===== config.mk =====
export PLATFORM = sky130hd
export DESIGN_NAME = mips_multicycle_ctrl
export DESIGN_NICKNAME = d
export VERILOG_FILES = /design/src/rtl/mips_multicycle_ctrl.sv
export SDC_FILE = /design/constraint.sdc
export NUM_CORES = 1
export LEC_CHECK = 0
export CAP_MARGIN = 15
export CORE_ASPECT_RATIO = 0.8
export CORE_MARGIN = 4
export CORE_UTILIZATION = 45
export CTS_CLUSTER_DIAMETER = 80
export DETAILED_ROUTE_END_ITERATION = 10
export PLACE_DENSITY = 0.85
export SLEW_MARGIN = 0
export SYNTH_ARGS = -nofsm -noshare
export SYNTH_HDL_FRONTEND = slang
export SYNTH_SLANG_ARGS = --single-unit

===== constraint.sdc =====
create_clock -name clk -period 4.27 [get_ports clk]
set_input_delay 0.854 -clock clk [delete_from_list [all_inputs] [get_ports clk]]
set_output_delay 0.854 -clock clk [all_outputs]
set_load 0.05 [all_outputs]

===== src/rtl/mips_multicycle_ctrl.sv =====
// Multi-cycle sequencer for the MIPS core: walks each instruction through
// fetch/decode/execute/memory/writeback and drives datapath strobes and selects.
//
// state  | meaning
// FETCH  | shared memory port reads instruction at PC for MEM_LATENCY cycles
// DECODE | classify IR, commit PC+4 (or halt on SYSCALL)
// EXEC   | ALU operation, branch/jump resolution
// MEM    | shared memory port performs LW/SW for MEM_LATENCY cycles
// WB     | register file write
// HALT   | terminal after SYSCALL, left only through reset
module mips_multicycle_ctrl #(
  parameter int unsigned MEM_LATENCY = 2
) (
  input  logic       clk,
  input  logic       rst_b,
  input  logic [5:0] opcode,
  input  logic [5:0] funct,
  input  logic       zero,
  input  logic       stall,
  output logic       inst_req,
  output logic       mem_req,
  output logic       ir_we,
  output logic       pc_we,
  output logic [1:0] pc_src,
  output logic       alu_src,
  output logic [1:0] alu_op,
  output logic [1:0] reg_dst,
  output logic [1:0] wb_sel,
  output logic       reg_we,
  output logic       mem_write_en,
  output logic       halted,
  output logic       illegal,
  output logic [2:0] state
);

  typedef enum logic [2:0] {
    S_FETCH  = 3'd0,
    S_DECODE = 3'd1,
    S_EXEC   = 3'd2,
    S_MEM    = 3'd3,
    S_WB     = 3'd4,
    S_HALT   = 3'd5
  } state_t;

  typedef enum logic [3:0] {
    C_R, C_SYSCALL, C_LW, C_SW, C_BEQ, C_BNE, C_J, C_JAL, C_IALU, C_ILLEGAL
  } iclass_t;

  localparam logic [3:0] CNT_LAST = 4'(MEM_LATENCY - 1);

  state_t     state_q, state_d;
  logic [3:0] cnt_q, cnt_d;
  iclass_t    iclass;
  logic       last_cycle;
  logic       commit;
  logic       ir_we_raw, pc_we_raw, reg_we_raw, mem_we_raw, illegal_raw;

  always_comb begin
    iclass = C_ILLEGAL;
    case (opcode)
      6'h00: iclass = (funct == 6'h0C) ? C_SYSCALL : C_R;
      6'h23: iclass = C_LW;
      6'h2B: iclass = C_SW;
      6'h04: iclass = C_BEQ;
      6'h05: iclass = C_BNE;
      6'h02: iclass = C_J;
      6'h03: iclass = C_JAL;
      6'h08, 6'h09, 6'h0A, 6'h0B,
      6'h0C, 6'h0D, 6'h0E, 6'h0F: iclass = C_IALU;
      default: iclass = C_ILLEGAL;
    endcase
  end

  assign last_cycle = (cnt_q == CNT_LAST);

  always_ff @(posedge clk or negedge rst_b) begin
    if (!rst_b) begin
      state_q <= S_FETCH;
      cnt_q   <= 4'd0;
    end else if (!stall) begin
      state_q <= state_d;
      cnt_q   <= cnt_d;
    end
  end

  always_comb begin
    state_d     = state_q;
    cnt_d       = cnt_q;
    inst_req    = 1'b0;
    mem_req     = 1'b0;
    ir_we_raw   = 1'b0;
    pc_we_raw   = 1'b0;
    pc_src      = 2'b00;
    alu_src     = 1'b0;
    alu_op      = 2'b00;
    reg_dst     = 2'b00;
    wb_sel      = 2'b00;
    reg_we_raw  = 1'b0;
    mem_we_raw  = 1'b0;
    illegal_raw = 1'b0;

    case (state_q)
      S_FETCH: begin
        inst_req = 1'b1;
        if (last_cycle) begin
          ir_we_raw = 1'b1;
          cnt_d     = 4'd0;
          state_d   = S_DECODE;
        end else begin
          cnt_d = cnt_q + 4'd1;
        end
      end

      S_DECODE: begin
        case (iclass)
          C_SYSCALL: state_d = S_HALT;
          C_ILLEGAL: begin
            illegal_raw = 1'b1;
            pc_we_raw   = 1'b1;
            state_d     = S_FETCH;
          end
          default: begin
            pc_we_raw = 1'b1;
            state_d   = S_EXEC;
          end
        endcase
      end

      S_EXEC: begin
        state_d = S_FETCH;
        case (iclass)
          C_R: begin
            alu_op  = 2'b10;
            state_d = S_WB;
          end
          C_IALU: begin
            alu_src = 1'b1;
            alu_op  = 2'b11;
            state_d = S_WB;
          end
          C_LW, C_SW: begin
            alu_src = 1'b1;
            cnt_d   = 4'd0;
            state_d = S_MEM;
          end
          C_BEQ, C_BNE: begin
            alu_op = 2'b01;
            if ((iclass == C_BEQ) == zero) begin
              pc_we_raw = 1'b1;
              pc_src    = 2'b01;
            end
          end
          C_J: begin
            pc_we_raw = 1'b1;
            pc_src    = 2'b10;
          end
          C_JAL: begin
            pc_we_raw = 1'b1;
            pc_src    = 2'b10;
            state_d   = S_WB;
          end
          default: state_d = S_FETCH;
        endcase
      end

      S_MEM: begin
        mem_req    = 1'b1;
        alu_src    = 1'b1;
        // a stalled write cycle keeps cnt at 0, so the strobe fires once on release
        mem_we_raw = (iclass == C_SW) && (cnt_q == 4'd0);
        if (last_cycle) begin
          cnt_d   = 4'd0;
          state_d = (iclass == C_LW) ? S_WB : S_FETCH;
        end else begin
          cnt_d = cnt_q + 4'd1;
        end
      end

      S_WB: begin
        reg_we_raw = 1'b1;
        state_d    = S_FETCH;
        case (iclass)
          C_R:   reg_dst = 2'b01;
          C_LW:  wb_sel  = 2'b01;
          C_JAL: begin
            reg_dst = 2'b10;
            wb_sel  = 2'b10;
          end
          default: begin
            reg_dst = 2'b00;
            wb_sel  = 2'b00;
          end
        endcase
      end

      S_HALT: state_d = S_HALT;

      default: begin
        state_d = S_FETCH;
        cnt_d   = 4'd0;
      end
    endcase
  end

  // Write strobes are suppressed while stalled or while reset is asserted.
  assign commit       = rst_b & ~stall;
  assign ir_we        = ir_we_raw   & commit;
  assign pc_we        = pc_we_raw   & commit;
  assign reg_we       = reg_we_raw  & commit;
  assign mem_write_en = mem_we_raw  & commit;
  assign illegal      = illegal_raw & commit;
  assign halted       = (state_q == S_HALT);
  assign state        = state_q;

endmodule


==> results of run 1 <==
cells in the final DEF (no fill, tap or decap), types with 2 or more instances in the layout:
master           instances
a21oi_1                  8
and3_1                   2
buf_12                   3
buf_4                    4
clkbuf_4                 3
clkdlybuf4s50_1         30
dfrtp_1                  7
inv_1                    2
nand2_1                  8
nand2b_1                 5
nand3_1                  4
nor2_1                  16
nor2b_1                  3
nor3_1                  11
nor3b_1                  2
o21ai_0                  3
o21ai_1                  2
o31ai_1                  3
or3_1                    4
xor2_1                   2
logic make-up (layout without fill, tap and decap cells):
group / count (synthesis) / after routing
flops: 7 / 7
mux: 1 / 1
simple gates: 66 / 66
compound gates: 30 / 30
xor+xnor: 3 / 3
buf+inv: 8 / 43
power breakdown:
| group | total (W) | internal, W | switching, W |
|---|---|---|---|
| clock | 0.0000587 | 0.0000356 | 0.0000232 |
| sequential | 0.000151 | 0.0000899 | 0.0000611 |
| combinational | 0.000379 | 0.000144 | 0.000234 |
| total | 0.000588 | 0.000270 | 0.000318 |
worst max-delay path, stage by stage:
cell and delay, ns:
clkdlybuf4s50_1 0.61, nor3_1 0.45, nand2b_1 0.19, nor3_1 0.26, clkdlybuf4s50_1 0.85
final timing paths:
check	from	to
max in group asynchronous	rst_b	state[0]
worst min-delay path	cnt_q[3]	cnt_q[3]
min in group asynchronous	rst_b	cnt_q[0]
worst max-delay path	opcode[5]	wb_sel[1]
worst min register to register	cnt_q[3]	cnt_q[3]
worst max register to register	state[2]	cnt_q[2]
area by class of cell:
type	count	share of cell area [%]
Clock buffer	4	2.10
Inverter	2	0.601
Multi-Input combinational cell	100	49.8
Sequential cell	7	14.0
Tap cell	22	2.20
Timing Repair Buffer	37	31.2
state kept, by name, indices dropped and copies added (netlist names):
| register | count |
|---|---|
| cnt_q | 4 |
| state | 3 |
stage by stage:
stage	setup WS (ns)	total power [W]	util, %	std cells	area, sq um
final	0.199	0.000588	74.6	172	1250
after CTS	0.230	0.000588	74.6	172	1250
after floorplan	0.479	0.000406	-	115	835
after detailed placement	0.221	0.000526	73.0	168	1220
after global placement	0.398	0.000517	73.0	168	1220
after global routing	0.0225	0.000631	74.6	172	1250
routing by layer:
metal | track usage, % | vias to the layer above
met5 | 0 | -
met4 | 4.27 | 0
met3 | 6.72 | 4
met2 | 36.1 | 56
met1 | 31.4 | 490
li1 | - | 496
==> flow_summary_export.csv, run 1 <==
group,metric,value,unit
clocking,post_cts_buffers,0,
yosys,synthMuxAreaShare,1.36,%
global_route,groute.usage.overall,22.9,%
clocking,numCtsBuffers,3,
sta,clock.fmax,246,MHz
finish,seqCellArea,175,sq um
routing,drtIter0Drc,45,
global_route,overflow,0,
critical_path,cp.required,3.42,ns
critical_path,worst_setup_path_end_kind,"output port",
placed_design,numPortBuffers,35,
finish,multi_input_area,623,sq um
clocking,cts_tree,"done",
floorplanning,row_count,13,
global_route,antenna_found_initial,0,
power_and_ir_drop,leakage,0.458,nW
critical_path,worstSetupPathType,"in -> out",
routing,dr.pass1.iters,4,
yosys,ys_seq_area_share,21.1,%
routing,wl_per_cell,16.0,um
placed_design,dp_hpwl,2.26,mm
yosys,yosys.area_share.simple,44.1,%
routing,topRoutingLayerUsed,"met4",
global_route,grt_max_degree,18,
sta,fin_skew,0.00280,ns
clocking,cts_resized,0,
clocking,hold_buffers,0,
clocking,cts_htree_levels,1,
yosys,netlist_instances,115,
yosys,yosys_warnings,0,
floorplanning,core_area,1680,sq um
sta,period_share,95.3,%
run_status,status,"finished clean",
sta,fin_crit,4.07,ns
routing,viasPerCell,6.08,
yosys,synth_xor_area_share,3.17,%
routing,num_vias,1046,
yosys,ys_seq_elements,7,
placed_design,globalplace.congestion,0.854,
sta,rsz0062_at_grt,"no",
finish,layout-drive-gt1-share,12.0,%
yosys,synth.largest_area_cell,"dfrtp_1",
routing,dr_wl_met3,252,um
sta,whs,0.572,ns
global_route,grt_pass1_vias,960,
yosys,synth_top_family_by_area,"simple AND/OR/NAND/NOR gates",
sta,tightest_slew,0.709,ns
yosys,synth_top_area_share,21.1,%
finish,area_growth,50.9,%
finish,num_antenna_cells,0,
power_and_ir_drop,ir_drop,0.366,mV
yosys,synth_commonest_cells,"16 x nor2_1, 11 x nor3_1, 8 x a21oi_1, 8 x nand2_1, 7 x dfrtp_1",
floorplanning,die_width,56.0,um
sta,finalSetupViolations,0,
hold_path,hold_path.class,"reg -> reg",
routing,drc_errors,0,
sta,setup_tns,0,ns
yosys,synth_cell_types,46,
finish,nFillCells,146,
yosys,syn_area,828,sq um
yosys,synth_area_leaders,"dfrtp_1 21%, nor2_1 7.3%, nor3_1 6.6%, a21oi_1 4.8%, nand2b_1 3.8%",
clocking,cts_max_path_buffers,2,
yosys,synth-compound-area-share,25.8,%
floorplanning,io_pins,36,
routing,met1Wirelength,1.21,mm
floorplanning,start_util,49.4,%
yosys,synth_adder_area_share,0,%
floorplanning,die_area,2600,sq um
clocking,clock-root-buffer,"clkbuf_4",
yosys,synth.most_common_cell,"nor2_1",
routing,totalWireLength,2.75,mm
sta,max-slew-margin-rel,52.6,%
finish,nets,167,
critical_path,crit_arrival,3.22,ns
clocking,clk_latency,0.25,ns
yosys,synth_edf_count,0,
critical_path,rr_worst_depth,4,
yosys,syn_area_per_cell,7.20,sq um
floorplanning,die_h,46.4,um
critical_path,r2r_setup_slack,2.28,ns
global_route,grt_pass1_wl,4.68,mm
flow_run,max-cap-violations,0,
yosys,ys.flop_type,"dfrtp_1",
critical_path,cp_max_fo,9,
routing,ant_nets,0,
power_and_ir_drop,power.density,471,nW/um^2
hold_path,whs_path_depth,1,
clocking,numClockSinks,7,
clocking,cts.clk_slew.worst_paths,0.05,ns
sta,hold_viol,0,
sta,report.final.slew_viol_count,0,
critical_path,crit_path_start_kind,"primary input",
routing,dr_wl_met2,1.26,mm
yosys,async_reset_ff_share,100,%
yosys,syn_nets,131,
No activity file was read; power rests on OpenSTA's default activity.
==> run 2, diff against run 1 <==
--- a/config.mk
+++ b/config.mk
@@ -12,6 +12,7 @@
 export CTS_CLUSTER_DIAMETER = 80
 export DETAILED_ROUTE_END_ITERATION = 10
 export PLACE_DENSITY = 0.85
+export REMOVE_ABC_BUFFERS = 1
 export SLEW_MARGIN = 0
 export SYNTH_ARGS = -nofsm -noshare
 export SYNTH_HDL_FRONTEND = slang
==> run 2 against run 1 <==
  * Maximum frequency rose by 1.9%
  * Critical path depth rose by 2
  * First-iteration DRC count rose by 4.4%
  * Total power rose by 0.78%
  * Hold slack got worse by 0.032 ns
  * Clock power rose by 7.3%
  * Count of clock-buffer cells in the layout fell by 1
  * Via count rose by 1.3%
  * Largest cell class unchanged
  * Highest routed layer unchanged
==> flow_summary_export.csv, run 2 (same netlist as run 1, synthesis figures left out) <==
group,metric,value,unit
sta,tightest_slew,0.710,ns
sta,whs,0.541,ns
power_and_ir_drop,switching_share,54.8,%
floorplanning,io_pins,36,
sta,fin_crit,4.00,ns
critical_path,cp.required,3.42,ns
critical_path,worstPathCellList,"clkdlybuf4s50_1, mux2_2, a221oi_2, o21ai_2, or3_1, o211ai_1, buf_12",
hold_path,hold_path.class,"reg -> reg",
finish,final_area,1250,sq um
power_and_ir_drop,leakage,0.462,nW
clocking,cts_tree,"done",
sta,finalSetupViolations,0,
critical_path,worstSetupPathType,"in -> out",
run_status,status,"finished clean",
sta,fin_skew,0.00325,ns
floorplanning,die_area,2600,sq um
critical_path,path_delay_family,"buffers and inverters",
power_and_ir_drop,internal_power,0.000268,W
placed_design,placedInstanceArea,1230,sq um
routing,dr.pass1.iters,4,
finish,top_register,"cnt_q",
sta,clock.fmax,250,MHz
global_route,grt_pass1_wl,4.65,mm
sta,rsz0062_at_grt,"no",
clocking,post_cts_buffers,0,
finish,num_antenna_cells,0,
power_and_ir_drop,clkPwrFrac,10.6,%
floorplanning,start_util,49.4,%
critical_path,cp_max_fo,9,
critical_path,crit_path_start_kind,"primary input",
routing,ant_nets,0,
clocking,numClockSinks,7,
floorplanning,row_count,13,
power_and_ir_drop,pwr-share-seq,25.3,%
finish,layout_common_cells,"29 x clkdlybuf4s50_1, 16 x nor2_1, 11 x nor3_1, 8 x nand2_1, 8 x a21oi_1",
clocking,clk_latency,0.26,ns
sta,setup_tns,0,ns
power_and_ir_drop,power.density,473,nW/um^2
clocking,cts_max_path_buffers,2,
finish,layout-drive-gt1-share,12.7,%
floorplanning,die_h,46.4,um
global_route,antenna_found_initial,0,
sta,period_share,93.6,%
finish,largest_reg_flops,4,
power_and_ir_drop,power_switching,0.000325,W
clocking,hold_buffers,0,
global_route,overflow,0,
routing,num_vias,1060,
placed_design,dp_hpwl,2.26,mm
clocking,numCtsBuffers,3,
placed_design,numPortBuffers,35,
finish,final_common_cell,"clkdlybuf4s50_1",
finish,nets,167,
flow_run,max-cap-violations,0,
critical_path,critPathSlowestCell,"clkdlybuf4s50_1",
sta,report.final.slew_viol_count,0,
critical_path,path_buf_inv,2,
placed_design,globalplace.congestion,0.927,
global_route,grt_pass1_vias,981,
clocking,cts_htree_levels,1,
clocking,cts_resized,0,
floorplanning,die_width,56.0,um
critical_path,crit_path_max_incr_delay,0.62,ns
critical_path,crit_arrival,3.14,ns
sta,hold_viol,0,
sta,max-slew-margin-rel,52.5,%
routing,drtIter0Drc,47,
clocking,clock-root-buffer,"clkbuf_4",
finish,nFillCells,138,
floorplanning,core_area,1680,sq um
global_route,grt_max_degree,18,
routing,wl_per_cell,16.3,um
power_and_ir_drop,ir_drop,0.385,mV
routing,totalWireLength,2.80,mm
power_and_ir_drop,combPwrFrac,64.1,%
critical_path,worst_setup_path_end_kind,"output port",
routing,drc_errors,0,
routing,viasPerCell,6.16,
global_route,groute.usage.overall,23.2,%
finish,area_growth,51.5,%
clocking,cts.clk_slew.worst_paths,0.06,ns
-- run 2: cell types whose count changed in the layout (fill, tap and decap cells not counted), sizes merged --
| cell | previous run | this run |
|---|---|---|
| buf | 7 | 8 |
| clkinv | 0 | 1 |
| clkbuf | 4 | 3 |
| clkdlybuf4s50 | 30 | 29 |
-- run 2: through the flow --
stage / std cells / setup WS, ns / total power (W) / utilization, %
floorplan: 109 / -0.110 / 0.000394 / -
global placement: 168 / 0.396 / 0.000515 / 73.3
detailed placement: 168 / 0.301 / 0.000527 / 73.3
CTS: 172 / 0.292 / 0.000592 / 74.9
global route: 172 / 0.177 / 0.000636 / 74.9
finish: 172 / 0.274 / 0.000593 / 74.9
-- run 2: final timing paths --
path,start,endpoint,slack [ns],cells after the start
setup / recovery,opcode[1],pc_we,0.27,7
hold / removal,cnt_q[2],cnt_q[2],0.54,1
setup reg to reg,state[2],cnt_q[2],2.25,4
hold reg to reg,cnt_q[2],cnt_q[2],0.54,1
max in group asynchronous,rst_b,cnt_q[0],3.27,2
min in group asynchronous,rst_b,state[1],0.86,2
-- run 2: cell type report --
| class | instances | area (sq um) | share of cell area (%) |
|---|---|---|---|
| Tap cell | 22 | 27.5 | 2.19 |
| Sequential cell | 7 | 175 | 14.0 |
| Timing Repair Buffer | 37 | 400 | 31.9 |
| Clock buffer | 3 | 22.5 | 1.79 |
| Clock inverter | 1 | 5.00 | 0.399 |
| Inverter | 2 | 7.51 | 0.598 |
| Multi-Input combinational cell | 100 | 617 | 49.2 |
-- run 2: power groups by stage --
stage	clock, W	sequential [W]	combinational, W
2_1_floorplan	0	0.000177	0.000216
3_3_place_gp	0	0.000147	0.000368
3_5_place_dp	0	0.000149	0.000377
4_1_cts	0.0000644	0.000148	0.000379
5_1_grt	0.0000707	0.000156	0.000409
6_report	0.0000630	0.000150	0.000380
-- run 2: layer usage --
layer  share of wire [%]  vias up  wire length, um  GRT usage [%]
li1                    -      500                -              -
met1                  42      493             1160           30.5
met2                  48       61             1330           38.2
met3                 9.1        6              255           6.44
met4                 1.8        0               51           5.69
met5                   0        -                0              0
==> run 3, diff against run 2 <==
--- a/config.mk
+++ b/config.mk
@@ -7,7 +7,7 @@
 export LEC_CHECK = 0
 export CAP_MARGIN = 15
 export CORE_ASPECT_RATIO = 0.8
-export CORE_MARGIN = 4
+export CORE_MARGIN = 2
 export CORE_UTILIZATION = 45
 export CTS_CLUSTER_DIAMETER = 80
 export DETAILED_ROUTE_END_ITERATION = 10
==> run 3 against run 2 <==
  * Sequential share of layout area hardly changed
  * Utilization grew 0.15 points
  * First-iteration DRC count up 8.5%
  * Total power barely moved
  * Largest power group unchanged
  * Wire length down 8.1%
  * Clock power about the same
==> flow_summary_export.csv, run 3 (same netlist as run 1, synthesis figures left out) <==
group,metric,value,unit
clocking,post_cts_buffers,0,
global_route,grt_pass1_wl,4.14,mm
routing,dr.pass1.iters,4,
sta,report.final.slew_viol_count,0,
clocking,numCtsBuffers,3,
global_route,groute.usage.overall,25.1,%
clocking,cts.clk_slew.worst_paths,0.06,ns
critical_path,crit_path_max_incr_delay,0.83,ns
critical_path,worstPathCellList,"clkdlybuf4s50_1, nor3_1, nand2b_1, nor3_1, clkdlybuf4s50_1",
critical_path,worstSetupPathType,"in -> out",
power_and_ir_drop,ir_drop,0.412,mV
sta,rsz0062_at_grt,"no",
sta,max-slew-margin-rel,49.7,%
finish,nFillCells,137,
clocking,hold_buffers,0,
power_and_ir_drop,leakage,0.460,nW
run_status,status,"finished clean",
sta,finalSetupViolations,0,
clocking,clock-root-buffer,"clkbuf_4",
finish,seqCellArea,175,sq um
hold_path,min_to,"cnt_q[2]",
finish,nets,167,
power_and_ir_drop,power.density,471,nW/um^2
finish,fin_cells,172,
finish,final_area,1260,sq um
critical_path,r2r_start,"state[2]",
critical_path,r2r_setup_slack,2.29,ns
routing,totalWireLength,2.58,mm
global_route,overflow,0,
floorplanning,start_util,49.4,%
floorplanning,io_pins,36,
floorplanning,die_h,42.4,um
placed_design,numPortBuffers,35,
critical_path,cp.required,3.42,ns
finish,layout-drive-gt1-share,12.0,%
critical_path,r2r-end,"cnt_q[1]",
sta,tightest_slew,0.735,ns
routing,drc_errors,0,
sta,fin_crit,3.95,ns
sta,fin_skew,0.00982,ns
routing,viasPerCell,6.10,
hold_path,whs_path_depth,1,
floorplanning,row_count,13,
clocking,numClockSinks,7,
finish,top_register,"cnt_q",
placed_design,placed_cells,168,
flow_run,max-cap-violations,0,
floorplanning,core_area,1680,sq um
critical_path,critPathSlowestCell,"clkdlybuf4s50_1",
global_route,grt_max_degree,18,
critical_path,cp_max_fo,8,
routing,drtIter0Drc,51,
finish,multi_input_area,617,sq um
clocking,cts_htree_levels,1,
routing,ant_nets,0,
global_route,grt_pass1_vias,910,
sta,clock.fmax,253,MHz
placed_design,placedInstanceArea,1230,sq um
routing,wl_per_cell,15.0,um
hold_path,hp-start,"cnt_q[2]",
critical_path,rr_worst_depth,4,
critical_path,worst_setup_path_end_kind,"output port",
finish,largest_reg_flops,4,
finish,layout_common_cells,"30 x clkdlybuf4s50_1, 16 x nor2_1, 11 x nor3_1, 8 x nand2_1, 8 x a21oi_1",
clocking,cts_resized,0,
clocking,cts_tree,"done",
global_route,antenna_found_initial,0,
placed_design,dp_hpwl,2.01,mm
finish,num_antenna_cells,0,
sta,hold_viol,0,
placed_design,globalplace.congestion,0.898,
critical_path,crit_path_start_kind,"primary input",
floorplanning,die_width,52.0,um
floorplanning,die_area,2200,sq um
clocking,clk_latency,0.27,ns
hold_path,hold_path.class,"reg -> reg",
finish,area_growth,51.8,%
routing,num_vias,1050,
critical_path,crit_arrival,3.10,ns
sta,period_share,92.6,%
finish,final_common_cell,"clkdlybuf4s50_1",
critical_path,worstSetupStartpoint,"opcode[3]",
clocking,cts_max_path_buffers,2,
-- run 3: how the worst max path moves through the flow --
| stage | endpoint |
|---|---|
| floorplan | mem_write_en |
| global placement | pc_we |
| detailed placement | wb_sel[1] |
| CTS | wb_sel[1] |
| global route | mem_write_en |
| finish | wb_sel[1] |
-- run 3: layout make-up --
class | instances | area share (%)
clock buffers | 3 | 1.79
flip-flops and latches | 7 | 13.9
clock inverters | 1 | 0.398
well taps | 22 | 2.19
repair buffers | 37 | 32.0
inverters | 2 | 0.597
multi-input cells | 100 | 49.1
-- run 3: through the flow --
stage	utilization, %	hold slack (ns)	setup slack [ns]	power [W]	TNS, ns
floorplan	-	0.482	-0.110	0.000394	-0.110
global placement	73.4	0.517	0.405	0.000513	0
detailed placement	73.4	0.519	0.353	0.000522	0
CTS	75.1	0.531	0.352	0.000587	0
global route	75.1	0.570	0.172	0.000632	0
finish	75.1	0.529	0.316	0.000593	0
-- run 3: power breakdown --
group / internal, W / leakage (nW) / total (W) / switching (W)
combinational: 0.000144 / 0.352 / 0.000379 / 0.000235
clock: 0.0000344 / 0.0177 / 0.0000629 / 0.0000284
sequential: 0.0000898 / 0.0902 / 0.000151 / 0.0000609
-- run 3: metal layers --
layer | track usage, % | vias up | part of all wire [%]
met1 | 36.0 | 482 | 46
met3 | 7.50 | 7 | 9.3
met2 | 36.2 | 59 | 44
met4 | 6.84 | 0 | 1.0
met5 | 0 | - | 0
li1 | - | 502 | -
-- run 3: worst max-delay path: cells and delay by family --
family        cells  cell delay, ns
simple gates      3            0.88
buf+inv           2            1.37
